## src/rtl/blockram_port_arbiter.sv

```systemverilog
// blockram_port_arbiter: round-robin read/write arbiter with response FIFO and zero-fill flush in front of one dual-port RAM
module blockram_port_arbiter #(
  parameter int NUM_REQUEST                = 4,
  parameter int SINGLE_ENTRY_WIDTH_IN_BITS = 64,
  parameter int NUM_SET                    = 64,
  parameter int SET_PTR_WIDTH_IN_BITS      = $clog2(NUM_SET),
  parameter int WRITE_MASK_LEN             = SINGLE_ENTRY_WIDTH_IN_BITS / 8,
  parameter int REQUEST_ID_WIDTH           = $clog2(NUM_REQUEST)
) (
  input  logic                                              clk_in,
  input  logic                                              reset_n_in,
  input  logic [NUM_REQUEST-1:0]                            request_valid_in,
  input  logic [NUM_REQUEST-1:0]                            request_is_write_in,
  input  logic [NUM_REQUEST*SET_PTR_WIDTH_IN_BITS-1:0]      request_addr_in,
  input  logic [NUM_REQUEST*SINGLE_ENTRY_WIDTH_IN_BITS-1:0] request_data_in,
  input  logic [NUM_REQUEST*WRITE_MASK_LEN-1:0]             request_write_mask_in,
  output logic [NUM_REQUEST-1:0]                            request_ready_out,
  output logic                                              response_valid_out,
  input  logic                                              response_ready_in,
  output logic [REQUEST_ID_WIDTH-1:0]                       response_id_out,
  output logic [SINGLE_ENTRY_WIDTH_IN_BITS-1:0]             response_data_out,
  output logic                                              response_hit_out,
  input  logic                                              flush_in,
  output logic                                              busy_out,
  output logic                                              flush_done_out,
  output logic                                              ram_write_access_en_out,
  output logic [WRITE_MASK_LEN-1:0]                         ram_write_en_out,
  output logic [SET_PTR_WIDTH_IN_BITS-1:0]                  ram_write_set_addr_out,
  output logic [SINGLE_ENTRY_WIDTH_IN_BITS-1:0]             ram_write_data_out,
  output logic                                              ram_read_access_en_out,
  output logic [SET_PTR_WIDTH_IN_BITS-1:0]                  ram_read_set_addr_out,
  input  logic [SINGLE_ENTRY_WIDTH_IN_BITS-1:0]             ram_read_data_in,
  input  logic                                              ram_read_valid_in
);
  localparam int N  = NUM_REQUEST;
  localparam int SW = SET_PTR_WIDTH_IN_BITS;
  localparam int DW = SINGLE_ENTRY_WIDTH_IN_BITS;
  localparam int MW = WRITE_MASK_LEN;
  localparam int IW = REQUEST_ID_WIDTH;

  typedef enum logic [1:0] {S_IDLE, S_FLUSH, S_DONE} state_t;

  state_t              r_state, w_state_nxt;
  logic [SW-1:0]       r_flush_cnt;
  logic [IW-1:0]       r_wr_ptr, r_rd_ptr, r_inflight_id;
  logic                r_inflight;
  logic [1:0][DW-1:0]  r_fifo_data;
  logic [1:0][IW-1:0]  r_fifo_id;
  logic [1:0]          r_fifo_hit;
  logic                r_head, r_tail;
  logic [1:0]          r_occ;

  logic [IW:0]   w_wr_pick, w_rd_pick;
  logic [IW-1:0] w_wr_id, w_rd_id;
  logic [SW-1:0] w_wr_addr, w_rd_addr;
  logic [DW-1:0] w_wr_data;
  logic [MW-1:0] w_wr_mask;
  logic          w_arb_en, w_wr_gnt, w_rd_gnt, w_pop, w_credit, w_hazard, w_flushing;

  // Priority starts one past the last granted index; lowest offset wins.
  function automatic logic [IW:0] rr_pick(input logic [N-1:0] req, input logic [IW-1:0] ptr);
    logic [IW:0] res;
    res = '0;
    for (int k = N; k >= 1; k--)
      if (req[(int'(ptr) + k) % N]) res = {1'b1, IW'((int'(ptr) + k) % N)};
    return res;
  endfunction

  assign w_wr_pick  = rr_pick(request_valid_in & request_is_write_in, r_wr_ptr);
  assign w_rd_pick  = rr_pick(request_valid_in & ~request_is_write_in, r_rd_ptr);
  assign w_wr_id    = w_wr_pick[IW-1:0];
  assign w_rd_id    = w_rd_pick[IW-1:0];
  assign w_wr_addr  = request_addr_in[w_wr_id*SW +: SW];
  assign w_rd_addr  = request_addr_in[w_rd_id*SW +: SW];
  assign w_wr_data  = request_data_in[w_wr_id*DW +: DW];
  assign w_wr_mask  = request_write_mask_in[w_wr_id*MW +: MW];

  assign w_flushing = r_state == S_FLUSH;
  assign w_arb_en   = reset_n_in & (r_state == S_IDLE) & ~flush_in;
  assign w_pop      = response_valid_out & response_ready_in;
  // Outstanding reads (buffered + in flight) must leave room in the 2-entry FIFO.
  assign w_credit   = ({1'b0, r_occ} + {2'b00, r_inflight}) < ({2'b00, w_pop} + 3'd2);
  assign w_wr_gnt   = w_arb_en & w_wr_pick[IW];
  assign w_hazard   = w_wr_gnt & (w_rd_addr == w_wr_addr) & (|w_wr_mask);
  assign w_rd_gnt   = w_arb_en & w_rd_pick[IW] & w_credit & ~w_hazard;

  assign request_ready_out = ({{(N-1){1'b0}}, w_wr_gnt} << w_wr_id) | ({{(N-1){1'b0}}, w_rd_gnt} << w_rd_id);

  assign ram_write_access_en_out = w_flushing | w_wr_gnt;
  assign ram_write_en_out        = w_flushing ? '1 : (w_wr_gnt ? w_wr_mask : '0);
  assign ram_write_set_addr_out  = w_flushing ? r_flush_cnt : w_wr_addr;
  assign ram_write_data_out      = w_flushing ? '0 : w_wr_data;
  assign ram_read_access_en_out  = w_rd_gnt;
  assign ram_read_set_addr_out   = w_rd_addr;

  assign response_valid_out = r_occ != 2'd0;
  assign response_id_out    = r_fifo_id[r_head];
  assign response_data_out  = r_fifo_data[r_head];
  assign response_hit_out   = r_fifo_hit[r_head];
  assign busy_out           = r_state != S_IDLE;
  assign flush_done_out     = r_state == S_DONE;

  always_comb begin
    w_state_nxt = (r_state == S_IDLE && flush_in)                  ? S_FLUSH :
                  (w_flushing && r_flush_cnt == SW'(NUM_SET - 1)) ? S_DONE  :
                  (r_state == S_DONE)                              ? S_IDLE  : r_state;
  end

  always_ff @(posedge clk_in or negedge reset_n_in) begin
    if (!reset_n_in) begin
      r_state       <= S_IDLE;
      r_flush_cnt   <= '0;
      r_wr_ptr      <= IW'(N - 1);
      r_rd_ptr      <= IW'(N - 1);
      r_inflight    <= 1'b0;
      r_inflight_id <= '0;
      r_fifo_data   <= '0;
      r_fifo_id     <= '0;
      r_fifo_hit    <= '0;
      r_head        <= 1'b0;
      r_tail        <= 1'b0;
      r_occ         <= 2'd0;
    end else begin
      r_state     <= w_state_nxt;
      r_flush_cnt <= w_flushing ? r_flush_cnt + 1'b1 : '0;
      if (w_wr_gnt) r_wr_ptr <= w_wr_id;
      if (w_rd_gnt) begin
        r_rd_ptr      <= w_rd_id;
        r_inflight_id <= w_rd_id;
      end
      r_inflight <= w_rd_gnt;
      if (r_inflight) begin
        r_fifo_data[r_tail] <= ram_read_data_in;
        r_fifo_hit[r_tail]  <= ram_read_valid_in;
        r_fifo_id[r_tail]   <= r_inflight_id;
      end
      r_tail <= r_tail ^ r_inflight;
      r_head <= r_head ^ w_pop;
      r_occ  <= r_occ + {1'b0, r_inflight} - {1'b0, w_pop};
    end
  end
endmodule

```

## config.mk

```make
export PLATFORM = sky130hd
export DESIGN_NAME = blockram_port_arbiter
export DESIGN_NICKNAME = d
export VERILOG_FILES = /design/src/rtl/blockram_port_arbiter.sv
export SDC_FILE = /design/constraint.sdc
export NUM_CORES = 1
export LEC_CHECK = 0
export ABC_AREA = 1
export BUFFER_PORTS_ARGS = -buffer_cell sky130_fd_sc_hd__buf_2
export CORE_AREA = 2 2 215 217
export CTS_BUF_LIST = sky130_fd_sc_hd__clkbuf_16
export DETAILED_ROUTE_END_ITERATION = 8
export DIE_AREA = 0 0 217 219
export GPL_ROUTABILITY_DRIVEN = 0
export SLEW_MARGIN = 30
export SYNTH_ARGS = -nofsm -noshare
export SYNTH_HDL_FRONTEND = slang
export SYNTH_SLANG_ARGS = --single-unit
```

## constraint.sdc

```tcl
create_clock -name clk_in -period 3.46 [get_ports clk_in]
set_input_delay 0.346 -clock clk_in [delete_from_list [all_inputs] [get_ports clk_in]]
set_output_delay 0.346 -clock clk_in [all_outputs]
set_load 0.005 [all_outputs]
```

==> metrics.txt <==
Final Core Density=36.4%; WP data arrival=around 3300 ps; Filler Cell Count=4762; Residual DRC=0; Setup violations, final=44; Commonest cells post-synth=nand2_1, o21ai_0, dfrtp_1, nor2_1, inv_1; CP Data Required Time=about 3100 ps; CP endpoint kind=output pin; CTS tree=built; Die Ht=219 µm; Max clock buf depth=2; critical path cell sequence=buf_6 -> xor2_4 -> nor2_4 -> nor2_4 -> nand3_4 -> nand2_8 -> buf_12 -> clkinv_16 -> buf_16 -> buf_12 -> o211ai_1 -> a21oi_1 -> buf_2; final worst slack=-157 ps; status=finished with violations; first-pass GRT wire length=approximately 77000 µm; pin count of the biggest net entering global routing=between 90 and 100; row count=approximately 80; Fin. Hold Viols=0; Max Fclk=277 MHz; clock insertion delay at the later pin of the skew report=450 ps; count leader, synth=nand2_1; Ys Warns=0; Peak VDD IR=0.000337 V; Post-synth EDFFs=0; Worst R2R Setup Slack=530 ps; Yosys top cell area share=between 30% and 40%; per-cell routed wire length=20.8 µm; Synth Register Bits=153; PwrDens=371 nW/µm²; initial antenna violation count=25; Worst path slowest cell=dfstp_2; Via density=4.92; Worst-Margin Slew=791 ps; post-synthesis sequential area ratio=36.5%; Slew HR=47.2%; mapped cell area=approximately 11000 µm²; vias in the first global route=12530; Critical Path Fanout Max=7; dpl hpwl=just over 40000 µm; cell count after synthesis=1492; Netlist cell types=33; placed cell count=2567; CTS root buf=clkbuf_16; Worst path max stage delay=570 ps; area delta synth->final=56.2%; ys flop type=dfrtp_1; Top-Level Pins=549; WS Path Type=flop to output pin; proportion of layout cells with a drive suffix above 1=45.1%; failing checks=negative setup slack; crit path from=r_wr_ptr[0]; Worst Skew=between 10 and 15 ps; Hold Path Origin=ram_read_data_in[62]; Register Area=3840 µm²; Nets=roughly 2500; Slew Limit Fails=0; die area=47500 µm²; Yosys top cell by area=dfrtp_1; final std cells w/o fill=2703; GRT Resource Usage Total=between 20% and 30%; clock sinks=~150; syn_area_per_cell=approximately 7.0 µm²; CP delay by family, top=buffers and inverters; final WL=56100 µm; Hold Path Class=input pin to flop; Syn Nets=1888; DRT iter0 DRCs=978; final period utilization=105%; Inserted Clock Buffers=17; Clk pin slew, worst setup/hold paths=around 70 ps; Core Region=45100 µm²; antenna viol nets, final=0; leakage=8.47 nW; port bufs=approximately 550; ys async rst share=between 90% and 100%; Tmin final=~3600 ps; max-cap viol count=0; CTS H-Tree Depth=4; Crit Reg-Reg Startpoint=r_wr_ptr[0]; die width=217 µm; dpl ws=between 80 and 90 ps; grt ovf=0; initial core utilization=23.3%; unrepaired setup endpoints after global routing=yes; startpoint types=flop; main area contributors after synthesis=dfrtp_1, nand2_1, o21ai_0; detailed-router iteration count before antenna repair=6; area of the multi-input gates=6330 µm²; Buf/Inv on CP=6; vias=about 13000
[sequential cells by signal, summed over array words and instances, names as in the netlist]
register       count
r_inflight         1
r_inflight_id      2
r_wr_ptr           2
r_state            2
r_fifo_hit         2
r_flush_cnt        6
r_rd_ptr           2
r_head             1
r_fifo_id          4
r_occ              2
r_tail             1
r_fifo_data      128
[repair_timing]
item,4_1_cts,5_1_grt
endpoints found under the setup margin,69,74
pin swaps,24,71
hold buffers,1,0
gates cloned,13,18
endpoints found under the hold margin,27,0
gates resized for setup,100,172
setup buffers,37,21
[layout by cell type, fill, tap and decap left out, types with 5 or more instances in the layout]
cell	instances
o21ai_0	174
nand2_2	30
nand2_1	307
buf_4	62
a21oi_1	63
nand3_2	16
a21oi_2	9
buf_12	13
inv_1	125
diode_2	16
nand2_4	6
dfrtp_1	148
buf_6	13
ha_1	5
nor2_2	12
o21ai_2	12
nor2_1	129
or2_4	53
mux2_2	67
clkbuf_16	30
or2_2	12
o211ai_1	66
nand3_1	76
buf_16	7
nor2_4	5
buf_2	545
inv_6	5
buf_8	9
o21ai_1	34
[tightest hold or removal path, cell delays in order]
cell and delay (ps):
buf_2 90, nand2_1 40, o21ai_0 60
[final timing paths]
check	cells past startpoint	endpoint
max in group asynchronous	4	r_fifo_data[13]
min	3	r_fifo_data[62]
max	13	ram_write_data_out[7]
max reg2reg	20	r_inflight_id[1]
min in group asynchronous	3	r_state[0]
min reg2reg	1	r_flush_cnt[0]
[cell families after synthesis]
logic type,after synthesis,share of synthesized area (%)
buf+inv,236,9.22
flops,153,36.5
xor+xnor,6,0.571
fa+ha+maj,7,0.833
mux,67,7.18
compound gates,363,18.9
simple gates,660,26.8
[power breakdown]
group / internal (mW) / switching [mW]
clock network: 1.00 / 0.811
registers: 1.81 / 0.126
logic: 1.07 / 1.27
total: 3.88 / 2.21
[area by class of cell]
| cell class | count | area share [%] |
|---|---|---|
| clock buffer | 17 | 2.59 |
| sequential | 153 | 23.4 |
| multi-input combinational | 1105 | 38.5 |
| antenna | 16 | 0.244 |
| timing repair buffer | 666 | 26.6 |
| timing repair inverter | 2 | 0.137 |
| clock inverter | 15 | 0.846 |
| inverter | 129 | 3.13 |
| tap | 600 | 4.57 |
[stage by stage]
step                power, mW  area (µm²)  hold WS, ps  TNS, ps
finish                   6.09       16400          121    -2250
global route             6.40       16400          103    -9760
CTS                      5.93       15400         75.6     -237
detailed placement       3.87       13900          464        0
global placement         3.84       13900          465        0
floorplan                2.82       10500         50.4        0
[metal layers]
metal  part of all wire, %  up-vias  global-route usage, %
met5                  0.16        -                      0
met4                   4.2       14                   9.93
met3                   8.6      145                   5.90
met2                    48      727                   34.8
met1                    39     6329                   26.6
li1                      -     6092                      -
Note: power is estimated with default switching activity, not from simulation.
